[config.mk]
export PLATFORM = sky130hd
export DESIGN_NAME = instr_fetch_unit_flat
export DESIGN_NICKNAME = d
export VERILOG_FILES = /design/src/rtl/instr_fetch_unit_if.sv /design/src/rtl/instr_fetch_unit.sv /design/src/flat_wrapper.sv
export SDC_FILE = /design/constraint.sdc
export NUM_CORES = 1
export LEC_CHECK = 0
export CORE_ASPECT_RATIO = 0.75
export CORE_UTILIZATION = 40
export DETAILED_ROUTE_END_ITERATION = 7
export HOLD_SLACK_MARGIN = 0.05
export PLACE_DENSITY = 0.85
export SYNTH_ARGS = -nofsm -noshare
export SYNTH_HDL_FRONTEND = slang
export SYNTH_SLANG_ARGS = --single-unit
[constraint.sdc]
create_clock -name Clk -period 3.7 [get_ports Clk]
set_input_delay 0.74 -clock Clk [delete_from_list [all_inputs] [get_ports Clk]]
set_output_delay 0.74 -clock Clk [all_outputs]
set_load 0.1 [all_outputs]
[src/rtl/instr_fetch_unit_if.sv]
// Fetch-unit bus bundle: instruction-memory request/response,
// decode-side control inputs and the IF/ID register outputs.
interface instr_fetch_unit_if;
  logic [31:0] Address;
  logic [31:0] Instruction;
  logic        Stall;
  logic        Redirect;
  logic [31:0] RedirectTarget;
  logic [31:0] InstrOut;
  logic [31:0] PcOut;
  logic [31:0] PcPlus4;
  logic        InstrValid;
  logic        Halted;
  logic [15:0] FetchCount;

  modport master (
    output Address,
    input  Instruction,
    input  Stall,
    input  Redirect,
    input  RedirectTarget,
    output InstrOut,
    output PcOut,
    output PcPlus4,
    output InstrValid,
    output Halted,
    output FetchCount
  );

  modport slave (
    input  Address,
    output Instruction,
    output Stall,
    output Redirect,
    output RedirectTarget,
    input  InstrOut,
    input  PcOut,
    input  PcPlus4,
    input  InstrValid,
    input  Halted,
    input  FetchCount
  );
endinterface

[src/rtl/instr_fetch_unit.sv]
// Instruction fetch unit: PC register, ROM address drive, IF/ID capture.
// Ports: Clk, Rst_n (async low), bus (master: ROM + decode signals).
module instr_fetch_unit #(
  parameter logic [31:0] RESET_PC  = 32'h0000_0000,
  parameter logic [31:0] MEM_BYTES = 32'h0000_0400,
  parameter logic [31:0] HALT_WORD = 32'h0000_000C,
  parameter logic [31:0] NOP_WORD  = 32'h0000_0000
) (
  input  logic Clk,
  input  logic Rst_n,
  instr_fetch_unit_if.master bus
);

  typedef enum logic [1:0] {
    S_IDLE,
    S_FETCH,
    S_HALT
  } state_e;

  state_e      state_q, state_d;
  logic [31:0] pc_q, pc_d;
  logic [31:0] instr_q, instr_d;
  logic [31:0] pcout_q, pcout_d;
  logic        valid_q, valid_d;
  logic        halted_q, halted_d;
  logic [15:0] cnt_q, cnt_d;
  logic [31:0] redir_pc;

  assign redir_pc = {bus.RedirectTarget[31:2], 2'b00};

  always_comb begin
    state_d = state_q;
    pc_d    = pc_q;
    instr_d = instr_q;
    pcout_d = pcout_q;
    valid_d = valid_q;
    cnt_d   = cnt_q;
    unique case (state_q)
      S_IDLE: state_d = S_FETCH;
      S_FETCH: begin
        if (bus.Redirect) begin
          // squash whatever sits in IF/ID, even a stalled slot
          pc_d    = redir_pc;
          valid_d = 1'b0;
          instr_d = NOP_WORD;
        end else if (bus.Stall) begin
          state_d = S_FETCH;
        end else if (pc_q >= MEM_BYTES) begin
          state_d = S_HALT;
          valid_d = 1'b0;
          instr_d = NOP_WORD;
        end else if (bus.Instruction == HALT_WORD) begin
          // PC parks on the halt word; it is never delivered
          state_d = S_HALT;
          valid_d = 1'b0;
          instr_d = NOP_WORD;
        end else begin
          instr_d = bus.Instruction;
          pcout_d = pc_q;
          valid_d = 1'b1;
          pc_d    = pc_q + 32'd4;
          if (cnt_q != 16'hFFFF) cnt_d = cnt_q + 16'd1;
        end
      end
      S_HALT: begin
        if (bus.Redirect) begin
          state_d = S_FETCH;
          pc_d    = redir_pc;
        end
      end
      default: state_d = S_IDLE;
    endcase
    halted_d = (state_d == S_HALT);
  end

  always_ff @(posedge Clk or negedge Rst_n) begin
    if (!Rst_n) begin
      state_q  <= S_IDLE;
      pc_q     <= RESET_PC;
      instr_q  <= NOP_WORD;
      pcout_q  <= RESET_PC;
      valid_q  <= 1'b0;
      halted_q <= 1'b0;
      cnt_q    <= 16'd0;
    end else begin
      state_q  <= state_d;
      pc_q     <= pc_d;
      instr_q  <= instr_d;
      pcout_q  <= pcout_d;
      valid_q  <= valid_d;
      halted_q <= halted_d;
      cnt_q    <= cnt_d;
    end
  end

  assign bus.Address    = pc_q;
  assign bus.InstrOut   = instr_q;
  assign bus.PcOut      = pcout_q;
  assign bus.PcPlus4    = pcout_q + 32'd4;
  assign bus.InstrValid = valid_q;
  assign bus.Halted     = halted_q;
  assign bus.FetchCount = cnt_q;

endmodule

[src/flat_wrapper.sv]
// flat-port wrapper written by rule: the top's interface ports become plain ports
module instr_fetch_unit_flat 
#(
  parameter logic [31:0] RESET_PC  = 32'h0000_0000,
  parameter logic [31:0] MEM_BYTES = 32'h0000_0400,
  parameter logic [31:0] HALT_WORD = 32'h0000_000C,
  parameter logic [31:0] NOP_WORD  = 32'h0000_0000
)
  (Clk, Rst_n, bus_Address, bus_Instruction, bus_Stall, bus_Redirect, bus_RedirectTarget, bus_InstrOut, bus_PcOut, bus_PcPlus4, bus_InstrValid, bus_Halted, bus_FetchCount);
  instr_fetch_unit_if bus_i ();
  input  logic Clk;
  input  logic Rst_n;
  output wire logic [$bits(bus_i.Address)-1:0] bus_Address;
  input wire logic [$bits(bus_i.Instruction)-1:0] bus_Instruction;
  input wire logic [$bits(bus_i.Stall)-1:0] bus_Stall;
  input wire logic [$bits(bus_i.Redirect)-1:0] bus_Redirect;
  input wire logic [$bits(bus_i.RedirectTarget)-1:0] bus_RedirectTarget;
  output wire logic [$bits(bus_i.InstrOut)-1:0] bus_InstrOut;
  output wire logic [$bits(bus_i.PcOut)-1:0] bus_PcOut;
  output wire logic [$bits(bus_i.PcPlus4)-1:0] bus_PcPlus4;
  output wire logic [$bits(bus_i.InstrValid)-1:0] bus_InstrValid;
  output wire logic [$bits(bus_i.Halted)-1:0] bus_Halted;
  output wire logic [$bits(bus_i.FetchCount)-1:0] bus_FetchCount;
  assign bus_Address = bus_i.Address;
  assign bus_i.Instruction = bus_Instruction;
  assign bus_i.Stall = bus_Stall;
  assign bus_i.Redirect = bus_Redirect;
  assign bus_i.RedirectTarget = bus_RedirectTarget;
  assign bus_InstrOut = bus_i.InstrOut;
  assign bus_PcOut = bus_i.PcOut;
  assign bus_PcPlus4 = bus_i.PcPlus4;
  assign bus_InstrValid = bus_i.InstrValid;
  assign bus_Halted = bus_i.Halted;
  assign bus_FetchCount = bus_i.FetchCount;
  instr_fetch_unit #(.RESET_PC(RESET_PC), .MEM_BYTES(MEM_BYTES), .HALT_WORD(HALT_WORD), .NOP_WORD(NOP_WORD)) u_core (.Clk(Clk), .Rst_n(Rst_n), .bus(bus_i));
endmodule
# ---- Yosys cells after proc, flatten, opt, wreduce, memory -nomap -nowiden
# Cells that the tools add are included.
dict set report op_classes {
  n_shift 0
  reduce_logical 6
  div 0
  addsub 3
  n_mux 20
  n_lt_le_gt_ge 1
  n_eq_ne 10
  mul 0
  bitwise 4
}
# op n
set ops {}
lappend ops {{$mux 32} 9}
lappend ops {{$add 32x3->32 const B} 2}
lappend ops {{$pmux 32 s2} 1}
lappend ops {{$eq 32x4->1 const B} 1}
lappend ops {{$ge 32x11->1 const B} 1}
lappend ops {{$add 16x1->16 const B} 1}
lappend ops {{$ne 16x16->1 const B} 1}
lappend ops {{$mux 2} 5}
lappend ops {{$reduce_and 5->1} 2}
lappend ops {{$ne 3x3->1 const B} 3}
lappend ops {{$pmux 2 s3} 1}
lappend ops {{$reduce_and 6->1} 1}
lappend ops {{$eq 2x2->1 const B} 2}
lappend ops {{$mux 1} 4}
lappend ops {{$not 1->1} 4}
lappend ops {{$eq 2x1->1 const B} 1}
lappend ops {{$logic_not 2->1} 1}
lappend ops {{$ne 2x1->1 const B} 1}
lappend ops {{$ne 2x2->1 const B} 1}
lappend ops {{$reduce_and 2->1} 1}
lappend ops {{$reduce_bool 2->1} 1}
dict set report totals {
  output_inout_bits 146
  latchBits 0
  ramBits 0
  reg_bits 116
  n_memories 0
  mem_bits_ro 0
  input_bits 68
}

# ---- Logic depth before layout (Yosys ltp)
dict set report logic_depth {
  word_depth 7
  ltp_mapped 9
  depth_no_buf 7
}

# ---- Least setup slack after synthesis
# Ideal clock, no wire load.
dict set report synth_path {
  kind {register -> output}
  start {reg u_core.pcout_q[3], in the netlist u_core.bus.PcOut[3]}
  end {out bus_PcPlus4[18]}
  stages_incl_launch_ff 7
  slack_ns -0.751
  arrival_time_ns 3.711
  path_cell_list {dfrtp_1 ha_1 nand3_1 or3_1 nor2_1 nand3_1 xnor2_1}
}
dict set report synth_via {
  elab_chain_len 1
}
# item line
set synth_rtl {}
lappend synth_rtl {{start: declaration} instr_fetch_unit.sv:23} ;# logic [31:0] pcout_q, pcout_d;
lappend synth_rtl {{start signal: assignment} instr_fetch_unit.sv:89} ;# pcout_q <= pcout_d;
lappend synth_rtl {{$add 32x3->32} instr_fetch_unit.sv:99} ;# assign bus.PcPlus4 = pcout_q + 32'd4;
lappend synth_rtl {{end: declaration} flat_wrapper.sv:20} ;# output wire logic [$bits(bus_i.PcPlus4)-1:0] bus_PcPlus4;
# No other way between the ends.

# ---- Worst setup path in the final report
dict set report layout_path {
  start {reg u_core.pcout_q[9], in the netlist u_core.bus.PcOut[9]}
  end {out bus_PcPlus4[28]}
}
# The elaborated chain is that of the path after synthesis.

==> metrics.txt <==
1st-iter DRT viols=414; Net Sw Frac=51.9%; total negative setup slack=0 ns; hold_buf cts=0; NumNets Final=860; crit-path max FO=7; worst path cell trace=nand4_1 -> nor4_2 -> buf_4 -> nand4_1 -> nor3_1 -> xor2_4 -> buf_12; PwrDens=633 nW/µm²; Fin Clk Skew=0.0130 ns; vias post-DR=5468; outcome=finished, final reports clean; filler cell count=1163; Syn Area/Cell=10.0 µm²; Cells after DPL=968; largest net degree at the start of global routing=69; post-synthesis simple-gate area fraction=20.4%; Starting Density=41.9%; count leader, synth=dfrtp_1; post-route ant nets=0; crit path launch type=flip-flop; EDFF count, synth=0; Crit. End Element=output port; Root Driver=clkbuf_16; Final Non-Filler Cells=984; pre-CTS WS=0.570 ns; Yosys warnings=0; Synth Area in Compound Gates=17.6%; register area share after synthesis=47.7%; Final Critical Period=3.31 ns; Reg clk slew, reported paths=0.08 ns; number of cells produced by synthesis=586; drt via density=5.56; post-synthesis mux area share=1.70%; initial antenna violation count=0; largest cells by area after synthesis=dfrtp_1, a22o_1, xnor2_1; cell accounting for the most synthesized area=dfrtp_1; Net Sw Power=0.00283 W; DIE HEIGHT=107 µm; largest family of logic cells by synthesized area=simple AND/OR/NAND/NOR gates; final worst setup slack=0.386 ns; core area=14000 µm²; CP Class=flip-flop to output port; DIE AREA=15200 µm²; Int Power=0.00263 W; TritonCTS Buffers=9; Worst path most repeated cell=nand4_1; Tightest Hold Check Type=input pin to asynchronous set/reset pin; slowest library cell on the worst path=nor3_1; max incr delay on CP=0.47 ns; Synth async-reset ratio=100%; Resize count post-CTS=0; fmax=0.302 GHz; RSZ-0062 raised after global routing=no; drt total wl=17.3 mm; Clock Latency Late Sink=0.34 ns; MaxCap Viol Count=0; Post-synth top cells=dfrtp_1, nor2_1, nand2_1; drt pass-1 iters=6; # DRC=0; Static Leak=3.70 nW; Adder-Cell Fraction of Synth Area=1.70%; post-CTS setup buffer count=0; clock buffer depth=2; fin crit share=89.6%; sequential cell area=2810 µm²; area grow syn2layout=46.9%; Core Rows=37; Logic pwr share=50.9%; Final setup viols=0; Synth top area share=47.7%; # diodes=0; TritonCTS Sinks=112; Reg power frac=32.1%; maximum vdd drop=681 µV; Die X=142 µm; area of the multi-input gates=3060 µm²; hold slack=0.502 ns; Remaining Overflow, GRT=0; Slew headroom=28.0%; Reg2Reg Setup Slack=1.09 ns; layout cell share with drive strength beyond 1=15.1%; FF-to-FF End=u_core.bus.FetchCount[1]; gr usage total=23.0%; prevailing post-synth register cell=dfrtp_1; Slew @ Worst Pin=1.08 ns; FF+latch count, synth=112; Worst R2R Start=u_core.bus.Address[12]; critical path arrival=2.57 ns; worst-case reg-to-reg path depth=6; vias in the first global route=5053; Cell Area, Synth=5870 µm²; H-tree depth=3; PortBufs=205; Routed WL per cell=17.6 µm; max-slew violations=0; Netlist cell types=56; hpwl dp=12.7 mm; I/O pin count=214; clock share of power=17.0%; RD Place Congestion=0.841; XOR/XNOR Fraction of Synth Area=6.26%; CTS tree=built; Final Hold Vio Count=0; required time worst endpoint=2.96 ns; first-pass GRT wire length=27.4 mm
-- through the flow --
step | total power [W] | instance area [µm²] | util (%)
floorplan | 0.00381 | 6120 | -
global placement | 0.00449 | 8340 | 59.5
detailed placement | 0.00454 | 8340 | 59.5
CTS | 0.00548 | 8620 | 61.5
global route | 0.00571 | 8620 | 61.5
finish | 0.00546 | 8620 | 61.5
-- layout by cell type (no fill, tap or decap), types with 6 or more instances in the layout --
master / netlist / routed
clkdlybuf4s50_1: 0 / 170
dfrtp_1: 112 / 103
buf_4: 10 / 44
nor2_1: 44 / 43
nand2_1: 36 / 36
nand3_1: 34 / 34
a22o_1: 32 / 32
nand4_1: 26 / 26
a21oi_1: 25 / 25
nor2b_1: 21 / 21
xnor2_1: 27 / 15
inv_1: 14 / 14
and3_1: 13 / 13
xnor2_2: 0 / 12
a22oi_1: 12 / 12
nor4_1: 11 / 11
nor3_1: 11 / 11
o21ai_0: 12 / 11
a31oi_1: 11 / 11
o22a_1: 9 / 9
clkbuf_16: 0 / 9
dfrtp_2: 0 / 9
mux2_2: 8 / 8
ha_1: 8 / 8
and4_1: 7 / 7
buf_12: 0 / 7
a2bb2oi_1: 6 / 6
conb_1: 1 / 6
-- kinds of logic (layout without fill, tap and decap cells) --
family / count (synthesis) / in the layout
other: 1 / 6
buffers and inverters: 53 / 251
DFF: 112 / 112
and+or+nand+nor: 222 / 222
AOI/OAI and AO/OA: 139 / 139
adders and majority gates: 8 / 8
xor gates and xnor gates: 42 / 42
muxes: 9 / 9
-- routing by layer --
metal  part of all wire, %  up-vias  GRT usage, %
met5                     0        -             0
met4                  0.66        0          3.76
met3                   8.3       13          5.09
met2                    47      261          36.6
met1                    44     2642          32.5
li1                      -     2552             -
-- final cells by class --
cell class              count  share of cell area, %
clock buffers              11                   2.81
clock inverters             5                  0.464
inverters                  14                  0.609
multi-input cells         426                   35.5
flip-flops and latches    112                   32.6
well taps                 195                   2.83
repair buffers            221                   25.2
-- worst max-delay path, delay by kind of cell (launching register included) --
family,cells,cell delay (ns)
simple gates,4,1.20
flops,1,0.46
buf+inv,2,0.37
xor+xnor,1,0.19
-- sequential cells by signal (all words and copies together) (netlist names) --
register,count
u_core.bus.Address,30
u_core.bus.FetchCount,16
u_core.bus.Halted,1
u_core.bus.InstrOut,32
u_core.bus.InstrValid,1
u_core.bus.PcOut,30
u_core.state_q,2
-- how the worst max path moves through the flow --
stage	cells past startpoint	slack [ns]	endpoint	from
global route	7	0.16	bus_PcPlus4[28]	u_core.bus.PcOut[9]
detailed placement	8	0.57	u_core.bus.Address[12]	bus_Instruction[24]
CTS	7	0.36	bus_PcPlus4[28]	u_core.bus.PcOut[9]
finish	7	0.39	bus_PcPlus4[28]	u_core.bus.PcOut[9]
global placement	8	0.63	u_core.bus.Address[12]	bus_Instruction[24]
floorplan	4	-0.10	bus_PcPlus4[19]	u_core.bus.PcOut[7]
-- power by group through the flow --
| stage | registers, W | logic [W] | clock network [W] |
|---|---|---|---|
| 6_report | 0.00175 | 0.00278 | 0.000929 |
| 2_1_floorplan | 0.00286 | 0.000955 | 0 |
| 3_5_place_dp | 0.00176 | 0.00278 | 0 |
| 4_1_cts | 0.00174 | 0.00278 | 0.000961 |
| 3_3_place_gp | 0.00176 | 0.00274 | 0 |
| 5_1_grt | 0.00179 | 0.00292 | 0.000999 |
Note: power is estimated with default switching activity, not from simulation.
